==> src/rtl/sdrc_wb_arb.sv <==
// N-port classic Wishbone front end for sdrc_core: arbitrates masters onto a single app_req
// interface with one access in flight, per-port ack/err pulses and a per-access timeout.
module sdrc_wb_arb #(
    parameter int NP       = 2,
    parameter int APP_AW   = 26,
    parameter int DW       = 32,
    parameter int ARB_MODE = 0,
    parameter int TO_CYC   = 1023
) (
    input  logic                 wb_clk_i,
    input  logic                 wb_rst_i,
    input  logic [NP-1:0]        wb_cyc_i,
    input  logic [NP-1:0]        wb_stb_i,
    input  logic [NP-1:0]        wb_we_i,
    input  logic [NP*APP_AW-1:0] wb_addr_i,
    input  logic [NP*DW-1:0]     wb_dat_i,
    input  logic [NP*DW/8-1:0]   wb_sel_i,
    output logic [NP*DW-1:0]     wb_dat_o,
    output logic [NP-1:0]        wb_ack_o,
    output logic [NP-1:0]        wb_err_o,
    output logic [NP-1:0]        grant_o,
    input  logic                 sdr_init_done,
    output logic                 app_req,
    output logic [APP_AW-1:0]    app_req_addr,
    output logic [8:0]           app_req_len,
    output logic                 app_req_wr_n,
    input  logic                 app_req_ack,
    output logic [DW-1:0]        app_wr_data,
    output logic [DW/8-1:0]      app_wr_en_n,
    input  logic                 app_wr_next_req,
    input  logic                 app_rd_valid,
    input  logic [DW-1:0]        app_rd_data,
    input  logic                 app_last_rd
);

    localparam int SW = DW / 8;
    localparam int PW = (NP > 1) ? $clog2(NP) : 1;
    localparam int TW = $clog2(TO_CYC + 1);

    typedef enum logic [2:0] {IDLE, REQ, WR, RD, ACK} state_t;

    state_t          state;
    logic [PW-1:0]   owner;
    logic [PW-1:0]   rr_ptr;
    logic [TW-1:0]   to_cnt;
    logic            we_q;
    logic [SW-1:0]   sel_q;
    logic [NP-1:0]   pend;
    logic [PW-1:0]   win;
    logic            win_vld;
    logic            unused_last_rd;

    assign app_req_len    = 9'd1;
    assign unused_last_rd = app_last_rd;

    // A port that was just acked/errored still shows stb this cycle; it is not a new request.
    assign pend = wb_cyc_i & wb_stb_i & ~(wb_ack_o | wb_err_o);

    function automatic logic [NP-1:0] onehot(input logic [PW-1:0] g);
        logic [NP-1:0] r;
        r    = '0;
        r[g] = 1'b1;
        return r;
    endfunction

    function automatic logic [PW-1:0] ptr_next(input logic [PW-1:0] g);
        if (int'(g) >= NP - 1)
            return '0;
        return g + PW'(1);
    endfunction

    always_comb begin
        int idx;
        win     = '0;
        win_vld = 1'b0;
        idx     = 0;
        if (ARB_MODE == 1) begin
            for (int k = NP - 1; k >= 0; k--) begin
                if (pend[k]) begin
                    win     = PW'(k);
                    win_vld = 1'b1;
                end
            end
        end else begin
            for (int i = 0; i < NP; i++) begin
                idx = int'(rr_ptr) + i;
                if (idx >= NP)
                    idx = idx - NP;
                if (!win_vld && pend[idx]) begin
                    win     = PW'(idx);
                    win_vld = 1'b1;
                end
            end
        end
    end

    always_ff @(posedge wb_clk_i) begin
        if (wb_rst_i) begin
            state        <= IDLE;
            owner        <= '0;
            rr_ptr       <= '0;
            to_cnt       <= '0;
            grant_o      <= '0;
            app_req      <= 1'b0;
            app_req_wr_n <= 1'b1;
            app_wr_en_n  <= '1;
            app_req_addr <= '0;
            app_wr_data  <= '0;
            wb_ack_o     <= '0;
            wb_err_o     <= '0;
            wb_dat_o     <= '0;
        end else begin
            wb_ack_o <= '0;
            wb_err_o <= '0;
            case (state)
                IDLE: begin
                    // Arbitrate only once the previous ack/err pulse has cleared, so a master
                    // holding stb across the ack competes on equal terms with the others.
                    if (sdr_init_done && win_vld && ((wb_ack_o | wb_err_o) == '0)) begin
                        owner        <= win;
                        grant_o      <= onehot(win);
                        app_req_addr <= {2'b00, wb_addr_i[int'(win)*APP_AW + 2 +: APP_AW-2]};
                        app_req_wr_n <= ~wb_we_i[win];
                        app_wr_data  <= wb_dat_i[int'(win)*DW +: DW];
                        we_q         <= wb_we_i[win];
                        sel_q        <= wb_sel_i[int'(win)*SW +: SW];
                        app_req      <= 1'b1;
                        to_cnt       <= '0;
                        state        <= REQ;
                    end
                end
                ACK: begin
                    if (wb_cyc_i[owner])
                        wb_ack_o <= onehot(owner);
                    grant_o <= '0;
                    rr_ptr  <= ptr_next(owner);
                    state   <= IDLE;
                end
                default: begin
                    if (to_cnt == TW'(TO_CYC - 1)) begin
                        app_req     <= 1'b0;
                        app_wr_en_n <= '1;
                        grant_o     <= '0;
                        rr_ptr      <= ptr_next(owner);
                        if (wb_cyc_i[owner])
                            wb_err_o <= onehot(owner);
                        state <= IDLE;
                    end else begin
                        to_cnt <= to_cnt + 1'b1;
                        case (state)
                            REQ: begin
                                if (app_req_ack) begin
                                    app_req <= 1'b0;
                                    if (we_q) begin
                                        app_wr_en_n <= ~sel_q;
                                        state       <= WR;
                                    end else begin
                                        state <= RD;
                                    end
                                end
                            end
                            WR: begin
                                if (app_wr_next_req) begin
                                    app_wr_en_n <= '1;
                                    state       <= ACK;
                                end
                            end
                            RD: begin
                                if (app_rd_valid) begin
                                    wb_dat_o[int'(owner)*DW +: DW] <= app_rd_data;
                                    state <= ACK;
                                end
                            end
                            default: ;
                        endcase
                    end
                end
            endcase
        end
    end

endmodule

==> config.mk <==
export PLATFORM = sky130hd
export DESIGN_NAME = sdrc_wb_arb
export DESIGN_NICKNAME = d
export VERILOG_FILES = /design/src/rtl/sdrc_wb_arb.sv
export SDC_FILE = /design/constraint.sdc
export NUM_CORES = 1
export LEC_CHECK = 0
export BUFFER_PORTS_ARGS = -buffer_cell sky130_fd_sc_hd__buf_2
export CAP_MARGIN = 40
export CORE_ASPECT_RATIO = 0.5
export CORE_MARGIN = 5
export CORE_UTILIZATION = 40
export CTS_BUF_LIST = sky130_fd_sc_hd__clkbuf_8
export DETAILED_ROUTE_END_ITERATION = 10
export GPL_TIMING_DRIVEN = 0
export PLACE_DENSITY = 0.78
export SETUP_SLACK_MARGIN = 0.02
export SLEW_MARGIN = 20
export SYNTH_ARGS = -nofsm -noshare
export SYNTH_HDL_FRONTEND = slang
export SYNTH_SLANG_ARGS = --single-unit
==> constraint.sdc <==
create_clock -name wb_clk_i -period 2.33 [get_ports wb_clk_i]
set_input_delay 0.3495 -clock wb_clk_i [delete_from_list [all_inputs] [get_ports wb_clk_i]]
set_output_delay 0.3495 -clock wb_clk_i [all_outputs]
set_load 0.05 [all_outputs]
* After elaboration in Yosys (flattened, before gate mapping)
Index checks and enable logic that the tools add are counted.
Word-level totals: register bits 152, output and inout bits 143, word-level logic and storage cells 144
Cells by class: $add $sub $neg 7, $mul 1, magnitude comparators 9, equality and inequality tests 13, shift-type cells 5, mux-type cells 57, bitwise operators 11, reductions and logical operators 26
Operators by type and width (count):
- 64-bit bitwise mux | 1
- 32-bit by 3-bit < comparator with 1-bit output (second input constant) | 2
- 32-bit 2-to-1 mux | 2
- 32-bit by 33-bit variable shift with 64-bit output (first input constant) | 1
- 32-bit by 33-bit indexed part select with 64-bit output | 1
- 64-bit by 7-bit indexed part select with 32-bit output | 1
- 52-bit by 8-bit indexed part select with 24-bit output | 1
- 6-bit negator with 33-bit output | 1
- 1-bit 2-to-1 mux | 31
- 10-bit 2-to-1 mux | 2
- 10-bit case mux with 2 select lines | 1
- 4-bit 2-to-1 mux | 4
- 3-bit 2-to-1 mux | 5
- 3-bit nonzero test | 4
- 10-bit by 1-bit adder with 10-bit output (second input constant) | 1
- 10-bit equality test (second input constant) | 1
- 5-bit != test (second input constant) | 2
- 5-bit AND reduction | 2
- 3-bit != test (second input constant) | 3
- 3-bit case mux with 3 select lines | 1
- 4-bit case mux with 2 select lines | 1
- 4-bit AND reduction | 2
- 8-bit by 4-bit indexed part select with 4-bit output | 1
- 6-bit by 2-bit adder with 7-bit output (second input constant) | 1
- 35 further kinds | 57

* Depth between registers and ports, before layout
depth after elaboration 16, mapped depth 8, gate-level depth less buffers 6

* Worst setup path after synthesis
Ideal clock, no wire load.
kind register to register, from reg wb_ack_o[0], to reg sel_q[0], data pin, setup time 0.260 ns, arrival 1.657 ns, data required time 2.070 ns, path slack 0.413 ns, stages on the path, launching flop included 6, path buffers 2, period minus slack after synthesis 1.917 ns, cells stage by stage dfxtp_1 -> nand4bb_1 -> o2111ai_1 -> buf_2 -> buf_2 -> mux2_2
Between the ends: word-level cells in the longest chain between the ends 11, elaborated cells between the ends (all ways) 15, classes of those cells shift (1); mux (9); bitwise (3); reduce/logical (2)
RTL lines:
- start, declared | RTL line 19 | output logic [NP-1:0] wb_ack_o,
- start signal, assigned | RTL line 134 | wb_ack_o <= onehot(owner);
- 2-bit bitwise OR * | RTL line 57 | assign pend = wb_cyc_i & wb_stb_i & ~(wb_ack_o | wb_err_o);
- 2-bit inverter * | RTL line 57
- 2-bit AND * | RTL line 57
- 1-bit 2-to-1 mux (implied by the code) (3 in series) | RTL line 89 | if (!win_vld && pend[idx]) begin
- 1-bit 2-to-1 mux | RTL line 89
- 1-bit zero test | RTL line 89
- 1-bit logical AND | RTL line 89
- 1-bit 2-to-1 mux * | RTL line 89
- 8-bit by 4-bit indexed part select with 4-bit output * | RTL line 126 | sel_q <= wb_sel_i[int'(win)*SW +: SW];
- end signal, assigned | RTL line 126
- end, declared | RTL line 47 | logic [SW-1:0] sel_q;
Every way passes the cells marked *; elsewhere a longest branch is shown, timed or not. The select of a mux whose other input is x is not followed. A chain may end at the register's enable or synchronous reset.

* Worst setup path in the final report
from reg state[2], to reg sel_q[1] (enable)
Between the ends: word-level cells in the longest chain between the ends 2
RTL lines:
- start, declared | RTL line 42 | state_t state;
- start signal, assigned | RTL line 99 | state <= IDLE;
- start signal, assigned | RTL line 129 | state <= REQ;
- start signal, assigned | RTL line 137 | state <= IDLE;
- 3-bit zero test | RTL line 115 | case (state)
- 3-bit AND reduction (no source line)
Every way passes these cells.

==> out/summary.json <==
{
  "synth.lib_cells_used.distinct": 45,
  "min_period_ns": 2.044,
  "ctsRootBufferMaster": "sky130_fd_sc_hd__clkbuf_8",
  "critical_path_cell_with_the_highest_stage_delay": "sky130_fd_sc_hd__nor2_1",
  "cts-resized-gates": 0,
  "synth_top_family_by_area": "simple AND/OR/NAND/NOR gates",
  "die-height_um": 98.41,
  "cts-root-to-sink-buffers": 2,
  "viasPerCell": 4.924,
  "cts-buffers-inserted": 17,
  "synth_ff_type": "sky130_fd_sc_hd__dfxtp_1",
  "max_freq_mhz": 489.2,
  "drc": 0,
  "grt_max_degree": 17,
  "reg2reg_depth": 3,
  "detailedPlacementHpwl_um": 15560,
  "timing_max_transition_violations_final": 0,
  "rrSetupSlack_ns": 0.29,
  "hold_path_class": "input port to register",
  "gr-usage-all-layers_pct": 20.58,
  "setup_violations": 0,
  "finalSetupTns_ns": 0,
  "async_reset_ff_share_pct": 0,
  "route.detailed.wl_per_inst_um": 15.98,
  "area_growth_pct": 34.06,
  "first_global_vias": 6065,
  "tritoncts_clock_tree": "yes",
  "yosys.area_share.simple_pct": 18.19,
  "worst_ep_required_time_ns": 2.42,
  "max-vdd-ir-drop_mv": 0.3812,
  "cts_hold_buf": 0,
  "worst_skew_pair.late_latency_ns": 0.43,
  "leakagePower_nw": 4.025,
  "final.setup_skew_ns": 0.01718,
  "final_ant_viol_nets": 0,
  "synth_edf_count": 5,
  "filler_cell_count": 1444,
  "yosysWarningCount": 0,
  "drt_wl_total_um": 19860,
  "post_cts_setup_repair_bufs": 0,
  "cts_max_level": 4,
  "run_status": "complete, no violations",
  "multi_input_comb_area_sq_um": 2823,
  "holdCritStartpoint": "app_rd_data[14]",
  "initial_standard_cell_utilization_of_the_core_pct": 40.67,
  "least_setup_slack_across_all_paths_after_layout_ns": 0.2860,
  "timing_worst_setup_path_type": "register to register",
  "io_buffer_count": 294,
  "max-cap-violations": 0,
  "synth.avg_cell_area_sq_um": 8.868,
  "gp_congestion": 0.8185,
  "dpl_worst_slack_ns": 0.06816,
  "rsz0062_at_grt": "no",
  "cp.arrival_ns": 2.13,
  "reg2reg_to": "sel_q[1]$_DFFE_PP_",
  "synth-seq-cells": 152,
  "slew-limit-headroom_pct": 50.25,
  "first_pass_iteration_count_of_the_detailed_router": 5,
  "layout.nets": 1198,
  "hold_violations": 0,
  "globalRouteOverflowTotal": 0,
  "fp-row-count": 32,
  "drtIter0Drc": 259,
  "dieWidth_um": 186.8,
  "core_region_area_sq_um": 15370,
  "slowest_delay_ns": 0.46,
  "antenna_cells": 0,
  "area.sequential_sq_um": 3093,
  "netlist_area_sq_um": 6252,
  "grt_first_pass_wirelength_um": 31190,
  "crit_path_end_kind": "register",
  "pwrdens_nw_per_um2": 753.8,
  "cts_num_sinks": 152,
  "antenna_found_initial": 0,
  "critical_path.max_fanout": 10,
  "r2r_start": "state[2]$_SDFFE_PP0P_",
  "synth-seq-area-share_pct": 49.47,
  "xor_and_xnor_area_share_after_synthesis_pct": 0.9806,
  "die-area_sq_um": 18380,
  "hold_path_end": "wb_dat_o[46]$_SDFFE_PP0P_",
  "timing.hold.ws_ns": 0.1615,
  "worst-slew-pin-transition_ns": 0.7462,
  "crit_path_start_kind": "register",
  "num_io_pins": 312,
  "synth_compound_area_share_pct": 14.09,
  "timing.final.crit_share_pct": 87.73,
  "yosys.area_share.adder_pct": 0.4002,
  "hold_depth": 3,
  "synth_mux_area_share_pct": 10.83,
  "critical_path.cell_chain": "nor4b_1, nand4_1, nor2_1",
  "cts.clk_slew.worst_paths_ns": 0.09,
  "routed-via-count": 6121,
  "layout-drive-gt1-share_pct": 36.86,
  "postSynthCellCount": 705
}
## flip-flops by register name, indices dropped and copies added, names as in the netlist
register / flops
app_req: 1
app_req_addr: 24
app_req_wr_n: 1
app_wr_data: 32
app_wr_en_n: 4
grant_o: 2
owner: 1
rr_ptr: 1
sel_q: 4
state: 3
to_cnt: 10
wb_ack_o: 2
wb_dat_o: 64
wb_err_o: 2
we_q: 1
## cell usage in the layout, fill, tap and decap left out, types with 10 or more instances in the layout
master	count
sky130_fd_sc_hd__a21oi_1	72
sky130_fd_sc_hd__nand2_1	137
sky130_fd_sc_hd__mux2i_1	62
sky130_fd_sc_hd__buf_4	14
sky130_fd_sc_hd__conb_1	11
sky130_fd_sc_hd__nor2_1	79
sky130_fd_sc_hd__nor3_1	10
sky130_fd_sc_hd__clkbuf_1	16
sky130_fd_sc_hd__buf_2	326
sky130_fd_sc_hd__clkbuf_8	17
sky130_fd_sc_hd__dfxtp_1	147
sky130_fd_sc_hd__a211oi_1	59
## cell usage after synthesis, types with 2 or more instances
| cell type | number | area share [%] |
|---|---|---|
| sky130_fd_sc_hd__dfxtp_1 | 147 | 47 |
| sky130_fd_sc_hd__nand2_1 | 137 | 8.2 |
| sky130_fd_sc_hd__nor2_1 | 79 | 4.7 |
| sky130_fd_sc_hd__a21oi_1 | 72 | 5.8 |
| sky130_fd_sc_hd__mux2i_1 | 62 | 9.9 |
| sky130_fd_sc_hd__a211oi_1 | 59 | 7.1 |
| sky130_fd_sc_hd__buf_2 | 32 | 2.6 |
| sky130_fd_sc_hd__clkbuf_1 | 16 | 0.96 |
| sky130_fd_sc_hd__buf_4 | 14 | 1.7 |
| sky130_fd_sc_hd__nor3_1 | 10 | 0.80 |
| sky130_fd_sc_hd__nand3_1 | 7 | 0.56 |
| sky130_fd_sc_hd__nand2b_1 | 6 | 0.60 |
| sky130_fd_sc_hd__edfxtp_1 | 5 | 2.4 |
| sky130_fd_sc_hd__mux2_2 | 5 | 0.90 |
| sky130_fd_sc_hd__and2_1 | 4 | 0.40 |
| sky130_fd_sc_hd__o21ai_0 | 4 | 0.32 |
| sky130_fd_sc_hd__xnor2_1 | 4 | 0.56 |
| sky130_fd_sc_hd__and3_1 | 3 | 0.30 |
| sky130_fd_sc_hd__buf_6 | 3 | 0.54 |
| sky130_fd_sc_hd__inv_1 | 3 | 0.18 |
| sky130_fd_sc_hd__nand4_1 | 3 | 0.30 |
| sky130_fd_sc_hd__xor2_1 | 3 | 0.42 |
| sky130_fd_sc_hd__and4_1 | 2 | 0.28 |
| sky130_fd_sc_hd__conb_1 | 2 | 0.12 |
| sky130_fd_sc_hd__ha_1 | 2 | 0.40 |
| sky130_fd_sc_hd__nor2b_1 | 2 | 0.20 |
## per-stage QoR
stage	util [%]	total power, mW	std cells	area [sq um]
2_1_floorplan	-	3.984	714	6286
3_3_place_gp	52.12	4.409	1212	8013
3_5_place_dp	52.12	4.440	1212	8013
4_1_cts	54.52	6.361	1243	8382
5_1_grt	54.52	6.612	1243	8382
6_report	54.52	6.318	1243	8382
## kinds of logic after synthesis
logic type,Yosys count
AO/OA/AOI/OAI,142
flip-flops,152
buffers and inverters,68
XOR/XNOR,7
other,2
AND/OR/NAND/NOR,265
multiplexers,67
adder cells (fa/ha/maj),2
## worst max-delay path by stage
stage	endpoint	from	depth (start not counted)
after floorplan	sel_q[0]$_DFFE_PP_	wb_ack_o[0]$_SDFF_PP0_	5
after global placement	sel_q[2]$_DFFE_PP_	wb_rst_i	4
final	sel_q[1]$_DFFE_PP_	state[2]$_SDFFE_PP0P_	3
after detailed placement	sel_q[1]$_DFFE_PP_	wb_rst_i	4
after global routing	app_wr_data[4]$_SDFFE_PP0P_	state[0]$_SDFFE_PP0P_	7
after CTS	app_req_addr[15]$_SDFFE_PP0P_	state[2]$_SDFFE_PP0P_	6
## layer usage
metal / routed length (um) / up-vias / track usage [%] / part of all wire, %
met3: 1027 / 21 / 4.607 / 5.2
met2: 10090 / 203 / 37.17 / 51
met5: 0 / - / 0 / 0
li1: - / 3037 / - / -
met4: 297 / 0 / 5.622 / 1.5
met1: 8444 / 2860 / 24.95 / 43
## layout make-up
type | instances | share of cell area [%]
plain buffers | 65 | 4.284
clock buffers | 17 | 2.791
flip-flops and latches | 152 | 36.90
multi-input cells | 494 | 33.68
well taps | 204 | 3.045
inverters | 3 | 0.1343
repair buffers | 294 | 17.55
clock inverters | 14 | 1.612
## critical path, delay by kind of cell, from the launching register on
family,cells,cell delay [ns]
simple gates,3,1.31
flops,1,0.40
## report_power, final
group / internal [mW] / switching, mW
sequential: 2.78 / 0.0947
clock: 0.934 / 1.00
combinational: 0.455 / 1.06
total: 4.17 / 2.15
Power figures use the tool's default switching activity.
